[src/rtl/fft_pkg.sv]
// rtl/fft_pkg.sv - shared constants and index helpers for the FFT output reorder
package fft_pkg;

    localparam int INT_WIDTH_DEF = 8;
    localparam int FRA_WIDTH_DEF = 16;
    localparam int SAMPLE_WIDTH  = INT_WIDTH_DEF + FRA_WIDTH_DEF;

    typedef enum logic {
        RD_IDLE = 1'b0,
        RD_READ = 1'b1
    } rd_state_t;

    // Smallest r with 2**r >= v.
    function automatic int log2(input int unsigned v);
        int r;
        r = 0;
        for (int i = 0; i < 31; i++) begin
            if ((32'd1 << i) < v) r = i + 1;
        end
        return r;
    endfunction

    function automatic logic [31:0] bitrev(input logic [31:0] k, input int w);
        logic [31:0] r;
        r = '0;
        for (int i = 0; i < 32; i++) begin
            if (i < w) r[w-1-i] = k[i];
        end
        return r;
    endfunction

endpackage

[src/rtl/fft_reorder_bank.sv]
// rtl/fft_reorder_bank.sv - one ping-pong bank: write port plus registered read port
module fft_reorder_bank
    import fft_pkg::*;
#(
    parameter int DEPTH = 16,
    parameter int AW    = log2(DEPTH),
    parameter int DW    = 2 * SAMPLE_WIDTH
) (
    input  logic          clk,
    input  logic          rst_n,
    input  logic          i_wr_en,
    input  logic [AW-1:0] i_wr_addr,
    input  logic [DW-1:0] i_wr_data,
    input  logic          i_rd_en,
    input  logic [AW-1:0] i_rd_addr,
    output logic [DW-1:0] o_rd_data
);

    logic [DW-1:0] r_mem [DEPTH];
    logic [DW-1:0] r_rd_data;

    always_ff @(posedge clk) begin
        if (i_wr_en) r_mem[i_wr_addr] <= i_wr_data;
    end

    // Read register holds between bursts so the output stays at its last value.
    always_ff @(posedge clk or negedge rst_n) begin
        if (!rst_n)       r_rd_data <= '0;
        else if (i_rd_en) r_rd_data <= r_mem[i_rd_addr];
    end

    assign o_rd_data = r_rd_data;

endmodule

[src/rtl/fft_reorder.sv]
// rtl/fft_reorder.sv - bit-reversed to natural order frame reorder with ping-pong banks
module fft_reorder
    import fft_pkg::*;
#(
    parameter int N         = 16,
    parameter int INT_WIDTH = INT_WIDTH_DEF,
    parameter int FRA_WIDTH = FRA_WIDTH_DEF
) (
    input  logic                         clk,
    input  logic                         rst_n,
    input  logic                         di_en,
    input  logic [INT_WIDTH+FRA_WIDTH-1:0] di_re,
    input  logic [INT_WIDTH+FRA_WIDTH-1:0] di_im,
    output logic                         do_en,
    output logic [INT_WIDTH+FRA_WIDTH-1:0] do_re,
    output logic [INT_WIDTH+FRA_WIDTH-1:0] do_im,
    output logic                         ovf
);

    localparam int LOG_N = log2(N);
    localparam int DW    = INT_WIDTH + FRA_WIDTH;
    localparam logic [LOG_N-1:0] LAST = LOG_N'(N - 1);

    rd_state_t        r_state, w_state_nxt;
    logic [LOG_N-1:0] r_wr_cnt, r_rd_cnt, w_rd_addr;
    logic             r_wr_bank, r_rd_bank, r_out_bank, r_do_en, r_ovf;
    logic [1:0]       r_full, w_full_nxt;
    logic             w_rd_active, w_rd_done, w_wr_ok, w_wr_fire, w_frame_done;
    logic [2*DW-1:0]  w_wr_data;
    logic [2*DW-1:0]  w_rd_data [2];

    assign w_rd_active  = (r_state == RD_READ);
    assign w_rd_done    = w_rd_active && (r_rd_cnt == LAST);
    // A bank whose last read issues this edge may take the next frame's first sample.
    assign w_wr_ok      = !r_full[r_wr_bank] || (w_rd_done && (r_rd_bank == r_wr_bank));
    assign w_wr_fire    = di_en && w_wr_ok;
    assign w_frame_done = w_wr_fire && (r_wr_cnt == LAST);
    assign w_rd_addr    = LOG_N'(bitrev(32'(r_rd_cnt), LOG_N));
    assign w_wr_data    = {di_re, di_im};

    always_comb begin
        w_full_nxt = r_full;
        if (w_rd_done)    w_full_nxt[r_rd_bank] = 1'b0;
        if (w_frame_done) w_full_nxt[r_wr_bank] = 1'b1;
    end

    always_ff @(posedge clk or negedge rst_n) begin
        if (!rst_n) r_state <= RD_IDLE;
        else        r_state <= w_state_nxt;
    end

    always_comb begin
        w_state_nxt = r_state;
        case (r_state)
            RD_IDLE: if (r_full[r_rd_bank]) w_state_nxt = RD_READ;
            RD_READ: if (w_rd_done && !r_full[~r_rd_bank]) w_state_nxt = RD_IDLE;
            default: w_state_nxt = RD_IDLE;
        endcase
    end

    always_ff @(posedge clk or negedge rst_n) begin
        if (!rst_n) begin
            r_wr_cnt   <= '0;
            r_wr_bank  <= 1'b0;
            r_rd_cnt   <= '0;
            r_rd_bank  <= 1'b0;
            r_out_bank <= 1'b0;
            r_full     <= '0;
            r_do_en    <= 1'b0;
            r_ovf      <= 1'b0;
        end else begin
            if (w_wr_fire) begin
                r_wr_cnt <= r_wr_cnt + LOG_N'(1);
                if (w_frame_done) r_wr_bank <= ~r_wr_bank;
            end
            if (di_en && !w_wr_ok) r_ovf <= 1'b1;
            r_full <= w_full_nxt;
            // rd_cnt wraps to zero at frame end, so a fresh READ always starts at 0.
            if (w_rd_active) begin
                r_rd_cnt   <= r_rd_cnt + LOG_N'(1);
                r_out_bank <= r_rd_bank;
                if (w_rd_done) r_rd_bank <= ~r_rd_bank;
            end
            r_do_en <= w_rd_active;
        end
    end

    for (genvar g = 0; g < 2; g++) begin : g_bank
        fft_reorder_bank #(
            .DEPTH (N),
            .AW    (LOG_N),
            .DW    (2 * DW)
        ) u_bank (
            .clk       (clk),
            .rst_n     (rst_n),
            .i_wr_en   (w_wr_fire && (r_wr_bank == 1'(g))),
            .i_wr_addr (r_wr_cnt),
            .i_wr_data (w_wr_data),
            .i_rd_en   (w_rd_active && (r_rd_bank == 1'(g))),
            .i_rd_addr (w_rd_addr),
            .o_rd_data (w_rd_data[g])
        );
    end

    assign do_en = r_do_en;
    assign do_re = w_rd_data[r_out_bank][2*DW-1:DW];
    assign do_im = w_rd_data[r_out_bank][DW-1:0];
    assign ovf   = r_ovf;

endmodule
[config.mk]
export PLATFORM = sky130hd
export DESIGN_NAME = fft_reorder
export DESIGN_NICKNAME = d
export VERILOG_FILES = /design/src/rtl/fft_pkg.sv /design/src/rtl/fft_reorder_bank.sv /design/src/rtl/fft_reorder.sv
export SDC_FILE = /design/constraint.sdc
export NUM_CORES = 1
export LEC_CHECK = 0
export BUFFER_PORTS_ARGS = -buffer_cell sky130_fd_sc_hd__buf_2
export CAP_MARGIN = 40
export CORE_MARGIN = 10
export CORE_UTILIZATION = 40
export CTS_BUF_LIST = sky130_fd_sc_hd__clkbuf_4
export DETAILED_ROUTE_END_ITERATION = 8
export PLACE_DENSITY = 0.65
export SETUP_SLACK_MARGIN = 0.3
export SLEW_MARGIN = 20
export SYNTH_ARGS = -nofsm -noshare
export SYNTH_HDL_FRONTEND = slang
export SYNTH_HIERARCHICAL = 1
export SYNTH_SLANG_ARGS = --single-unit
[constraint.sdc]
create_clock -name clk -period 6.75 [get_ports clk]
set_clock_uncertainty 0.1 [all_clocks]
set_input_delay 0.3375 -clock clk [delete_from_list [all_inputs] [get_ports clk]]
set_output_delay 0.3375 -clock clk [all_outputs]
set_load 0.02 [all_outputs]
==> results.tsv, run 1 <==
metric	value	unit
syn nets	2766	
Rel. slew slack	0.336	
antenna violations before repair	3	
crit end category	flop	
drt first pass iters	5	
Mapped Area	0.0628	mm²
dpl cell area	0.0661	mm²
Post-CTS Setup Bufs	0	
Nets	3347	
CTS Root Cell	clkbuf_4	
Die Span Y	416	µm
Routed WL per cell	27.0	µm
post-route ant nets	0	
Starting Density	0.402	
post-synthesis cell count	2713	
PD cells	401	mW/mm²
largest net degree at the start of global routing	112	
die width	416	µm
Area Overhead vs Synth	16.0	%
clk slew on worst S/H paths	0.07	ns
number of synthesized flops with an enable pin	1536	
Max Slew Vio Count	0	
post-route core utilization	0.467	
setup TNS	0	ns
Critical R2R Launch	r_rd_cnt[1]	
RSZ-0062 raised after global routing	no	
Hold Path Origin	di_re[6]	
final wirelength	153000	µm
Avg Inst Size Synth	23.2	µm²
CP max FO	42	
crit path from	r_rd_cnt[1]	
fill cell count	12900	
Synth cell types	43	
Period Utilization, post-route	0.659	
cell leakage power	0.0238	µW
Vias/cell	5.48	
input/output buffers	100	
status	complete, no violations	
sequential cell area fraction in the yosys report	0.779	
GRT overflow	0	
DP Wirelength	85400	µm
area leader, netlist	edfxtp_1	
synthesized flop and latch total	1648	
DP Worst Slack	2.32	ns
Remaining DRCs	0	
CP startpoint kind	flop	
Crit Path Category	flop to flop	
Final GP Congestion	0.757	
first-pass GRT wire length	223000	µm
Clock Path Buffers	4	
async set-or-reset flop fraction in the synthesized netlist	0.0680	
die area	0.173	mm²
setup ws final	2.30	ns
CTS tree	yes	
via count	31100	
IO Pins	101	
layout cell share with drive strength beyond 1	0.381	
total CTS buffers	412	
gr usage total	0.175	
commonest register cell after synthesis	edfxtp_1	
Period minus WS final	4.45	ns
CTS HTree Levels	5	
main area contributors after synthesis	edfxtp_1 (73%), mux4_2 (13%), dfrtp_1 (4.5%), mux2i_1 (1.5%), a221oi_1 (1.0%)	
maxcap violations	0	
Critical Path RT	7.53	ns
First DRT Iteration DRCs	3255	
core area	0.156	mm²
final instance area	0.0729	mm²
final-report setup violation count	0	
Site Rows	145	
top cell type's share of synthesized area	0.734	
Peak Freq	225	MHz
Slew @ Worst Pin	0.997	ns
synthesis warning total	6	
vias in the first global route	32400	
clock sink count	1648	
worst vdd ir	407	µV
post_cts resized	0	
Worst Path Arrival	5.23	ns
Clk Latency, worst-skew pair	1.30	ns
min-delay worst type	input port to flop	
Final Hold Vio Count	0	
cell usage in the layout, fill, tap and decap left out, types with 5 or more instances in the layout:
master / Yosys / routed
clkinv_2: 0 / 10
xnor2_1: 6 / 6
nand2_1: 6 / 6
nor2_4: 0 / 24
edfxtp_1: 1536 / 1536
a221oi_1: 74 / 74
dlygate4sd3_1: 0 / 101
clkbuf_4: 0 / 640
buf_2: 38 / 106
mux2_2: 52 / 52
mux2i_1: 96 / 96
nor2_1: 120 / 96
clkinv_1: 0 / 72
buf_16: 0 / 12
buf_4: 25 / 62
buf_12: 0 / 31
mux4_2: 372 / 372
o22ai_1: 96 / 96
diode_2: 0 / 7
dfrtp_1: 112 / 108
a221oi_2: 22 / 22
nor3_2: 0 / 8
mux4_1: 12 / 12
buf_6: 31 / 8
nand2b_1: 7 / 5
sequential cells by signal, summed over array words and instances, names as in the netlist:
signal / flops
r_rd_bank: 1
do_en: 1
r_full: 2
r_wr_cnt: 4
r_out_bank: 1
r_wr_bank: 1
r_rd_cnt: 4
ovf: 1
g_bank.u_bank/r_mem: 1536
r_state: 1
g_bank.u_bank/o_rd_data: 96
per-stage QoR:
step                hold WS [ns]  total power [µW]  instances
floorplan                -0.0581             18700       2713
global placement           0.325             21000       4786
detailed placement         0.325             21300       4807
CTS                     0.000283             29600       5655
global route              0.0445             30600       5676
finish                     0.108             29300       5676
worst max-delay path: stages (launching register included):
cell     delay (ns)
dfrtp_4        0.89
ha_1           0.34
nand4_4        0.16
o21ai_0        0.34
nor3b_1        0.54
or3b_1         0.56
nor2_4         0.48
buf_4          0.60
layer usage:
metal | GRT usage | vias to the layer above | part of all wire
met3 | 0.0399 | 250 | 0.068
met5 | 0 | - | 0
met1 | 0.227 | 16500 | 0.40
li1 | - | 13100 | -
met4 | 0.0647 | 0 | 0.031
met2 | 0.286 | 1288 | 0.50
kinds of logic (layout without fill, tap and decap cells):
family / count (synthesis) / count (layout) / synth area share
DFF: 1648 / 1648 / 0.779
muxes: 534 / 534 / 0.163
AOI/OAI and AO/OA: 199 / 199 / 0.0260
and+or+nand+nor: 164 / 164 / 0.0116
buffers and inverters: 158 / 1056 / 0.0186
xor gates and xnor gates: 8 / 8 / 0.00112
adders and majority gates: 2 / 2 / 0.000398
other: 0 / 7 / 0
where the power goes:
part	internal (µW)	total [µW]	switching (µW)
Sequential	12000	12600	598
Clock	4440	8250	3810
Combinational	3680	8360	4680
path summary, 6_finish.rpt:
check                                                       to  slack [ns]  depth (start not counted)
worst max register to register    g_bank[0].u_bank/r_mem[3][4]        2.30                          7
min in group asynchronous       g_bank[1].u_bank/o_rd_data[42]        0.62                          5
max in group asynchronous        g_bank[0].u_bank/o_rd_data[7]        5.23                          6
worst max-delay path              g_bank[0].u_bank/r_mem[3][4]        2.30                          7
worst min-delay path            g_bank[0].u_bank/r_mem[15][30]        0.11                          2
worst min register to register  g_bank[1].u_bank/o_rd_data[45]        0.45                          2
synthesized netlist by cell type, drive strengths merged (6+ instances only):
cell type and instances:
nand2 7, o22ai 96, edfxtp 1536, buf 116
nor2 120, nor3 8, mux2 54, a221oi 96
mux4 384, dfrtp 112, clkbuf 40, mux2i 96
xnor2 6, nand2b 7
layout make-up:
cell class / count / area, µm² / share of cell area
Sequential cell: 1648 / 48900 / 0.671
Multi-Input combinational cell: 907 / 13000 / 0.178
Clock buffer: 640 / 4800 / 0.0659
Timing Repair Buffer: 323 / 3090 / 0.0424
Tap cell: 2058 / 2570 / 0.0353
Clock inverter: 91 / 464 / 0.00637
Antenna cell: 7 / 17.5 / 0.000240
Inverter: 2 / 7.51 / 0.000103
what timing repair did:
item                                    CTS  global route
hold buffers                            117             0
endpoints found under the hold margin  1781             0
setup endpoints to repair                 0             0
Power figures use the tool's default switching activity.
==> run 2: changes to the inputs <==
Clock period 6.75 ns to 4.7 ns, I/O delays scaled along.
==> results.tsv, run 2 (same netlist as run 1, synthesis figures left out) <==
metric	value	unit	change
Period Utilization, post-route	0.835		was 0.659
CTS Root Cell	clkbuf_4		unchanged
Area Overhead vs Synth	16.2	%	was 16.0%
worst vdd ir	653	µV	was 407 µV
final instance area	0.0730	mm²	was 0.0729 mm²
layout cell share with drive strength beyond 1	0.386		was 0.381
most frequent cells in the layout	edfxtp_1 (1536), clkbuf_4 (632), mux4_2 (372)		was edfxtp_1 (1536), clkbuf_4 (640), mux4_2 (372)
commonest non-fill, non-tap cell in the layout	edfxtp_1		unchanged
min-delay worst type	input port to flop		unchanged
crit end category	flop		unchanged
CTS tree	yes		unchanged
die width	416	µm	unchanged
Rel. slew slack	0.316		was 0.336
setup TNS	0	ns	unchanged
IO Pins	101		unchanged
fin cells	5702		was 5676
max reg flops	1536		unchanged
Worst Path Arrival	4.78	ns	was 5.23 ns
Routed WL per cell	26.3	µm	was 27.0 µm
antenna violations before repair	5		was 3
vias in the first global route	32600		was 32400
Site Rows	145		unchanged
first-pass GRT wire length	221000	µm	was 223000 µm
final-report setup violation count	0		unchanged
core area	0.156	mm²	unchanged
die area	0.173	mm²	unchanged
Die Span Y	416	µm	unchanged
RSZ-0062 raised after global routing	no		unchanged
input/output buffers	100		unchanged
Vias/cell	5.46		was 5.48
Post-CTS Setup Bufs	0		unchanged
Final Hold Vio Count	0		unchanged
Slew @ Worst Pin	1.03	ns	was 0.997 ns
Peak Freq	255	MHz	was 225 MHz
via count	31200		was 31100
PD cells	575	mW/mm²	was 401 mW/mm²
largest net degree at the start of global routing	141		was 112
DP Wirelength	80300	µm	was 85400 µm
dpl cell area	0.0662	mm²	was 0.0661 mm²
post-route ant nets	0		unchanged
final wirelength	150000	µm	was 153000 µm
CP startpoint kind	flop		unchanged
clk slew on worst S/H paths	0.07	ns	about the same
GRT overflow	0		unchanged
gr usage total	0.171		was 0.175
total CTS buffers	413		was 412
Nets	3359		was 3347
First DRT Iteration DRCs	3008		was 3255
Final GP Congestion	0.750		was 0.757
Period minus WS final	3.92	ns	was 4.45 ns
Critical Path RT	5.56	ns	was 7.53 ns
maxcap violations	0		unchanged
Starting Density	0.402		unchanged
placed insts	4811		was 4807
Clock Path Buffers	4		unchanged
Largest Register	g_bank.u_bank/r_mem		unchanged
Max Slew Vio Count	0		unchanged
CTS HTree Levels	5		unchanged
Remaining DRCs	0		unchanged
drt first pass iters	5		unchanged
CP max FO	21		was 42
status	complete, no violations		unchanged
cell leakage power	0.0239	µW	was 0.0238 µW
Clk Latency, worst-skew pair	1.29	ns	was 1.30 ns
Crit Path Category	flop to flop		unchanged
clock sink count	1648		unchanged
run 2: cell types whose count changed in the layout (fill, tap and decap cells not counted), sizes merged:
| cell | change |
|---|---|
| dlygate4sd3 | -16 |
| diode | +1 |
| bufinv | -1 |
| clkbuf | -7 |
| clkinvlp | +5 |
| clkinv | +18 |
| buf | +26 |
run 2: through the flow:
| stage | utilization | total power (µW) | setup WS, ns | hold WS [ns] |
|---|---|---|---|---|
| after floorplan | - | 26900 | 0.236 | -0.161 |
| after global placement | 0.422 | 30000 | 0.796 | 0.225 |
| after detailed placement | 0.424 | 30400 | 0.828 | 0.229 |
| after CTS | 0.464 | 42400 | 0.775 | 0.302 |
| after global routing | 0.467 | 44000 | 0.589 | -0.0200 |
| final | 0.467 | 42000 | 0.776 | 0.0261 |
run 2: repair_timing:
| item | CTS | global route |
|---|---|---|
| hold buffers | 102 | 0 |
| endpoints found under the hold margin | 1966 | 0 |
| resized for setup | 0 | 0 |
run 2: final cells by class:
class,count,area (µm²)
Clock buffer,632,4740
Antenna cell,8,20.0
Multi-Input combinational cell,907,13000
Tap cell,2058,2570
Inverter,2,7.51
Fill cell,12900,83200
Sequential cell,1648,48900
Timing Repair Buffer,334,3130
Clock inverter,113,541
run 2: worst paths after layout:
check,start,end,slack (ns),cells after the start
worst max-delay path,r_rd_cnt[1],g_bank[0].u_bank/r_mem[14][39],0.78,7
worst min-delay path,di_im[9],g_bank[0].u_bank/r_mem[15][9],0.03,3
worst max register to register,r_rd_cnt[1],g_bank[0].u_bank/r_mem[14][39],0.78,7
worst min register to register,ovf,ovf,0.39,1
max in group asynchronous,rst_n,r_rd_cnt[1],3.46,5
min in group asynchronous,rst_n,g_bank[1].u_bank/o_rd_data[39],0.49,5
run 2: power by group:
part	switching (µW)	internal, µW	total, µW
sequential	702	17300	18000
combinational	6700	5410	12100
clock	5560	6290	11800
total	13000	29000	42000
run 2: critical path: stages (launching register included):
cell and delay (ns):
dfrtp_4 0.66, ha_1 0.30, nand4_4 0.17, o21ai_0 0.33, nor3b_1 0.50, nand3_1 0.43, nor2_4 0.77, buf_4 0.34
run 2: metal layers:
| metal | global-route usage | wire length (µm) |
|---|---|---|
| met1 | 0.229 | 62000 |
| met4 | 0.0587 | 3310 |
| met2 | 0.280 | 74400 |
| met3 | 0.0345 | 10000 |
| met5 | 0 | 12 |
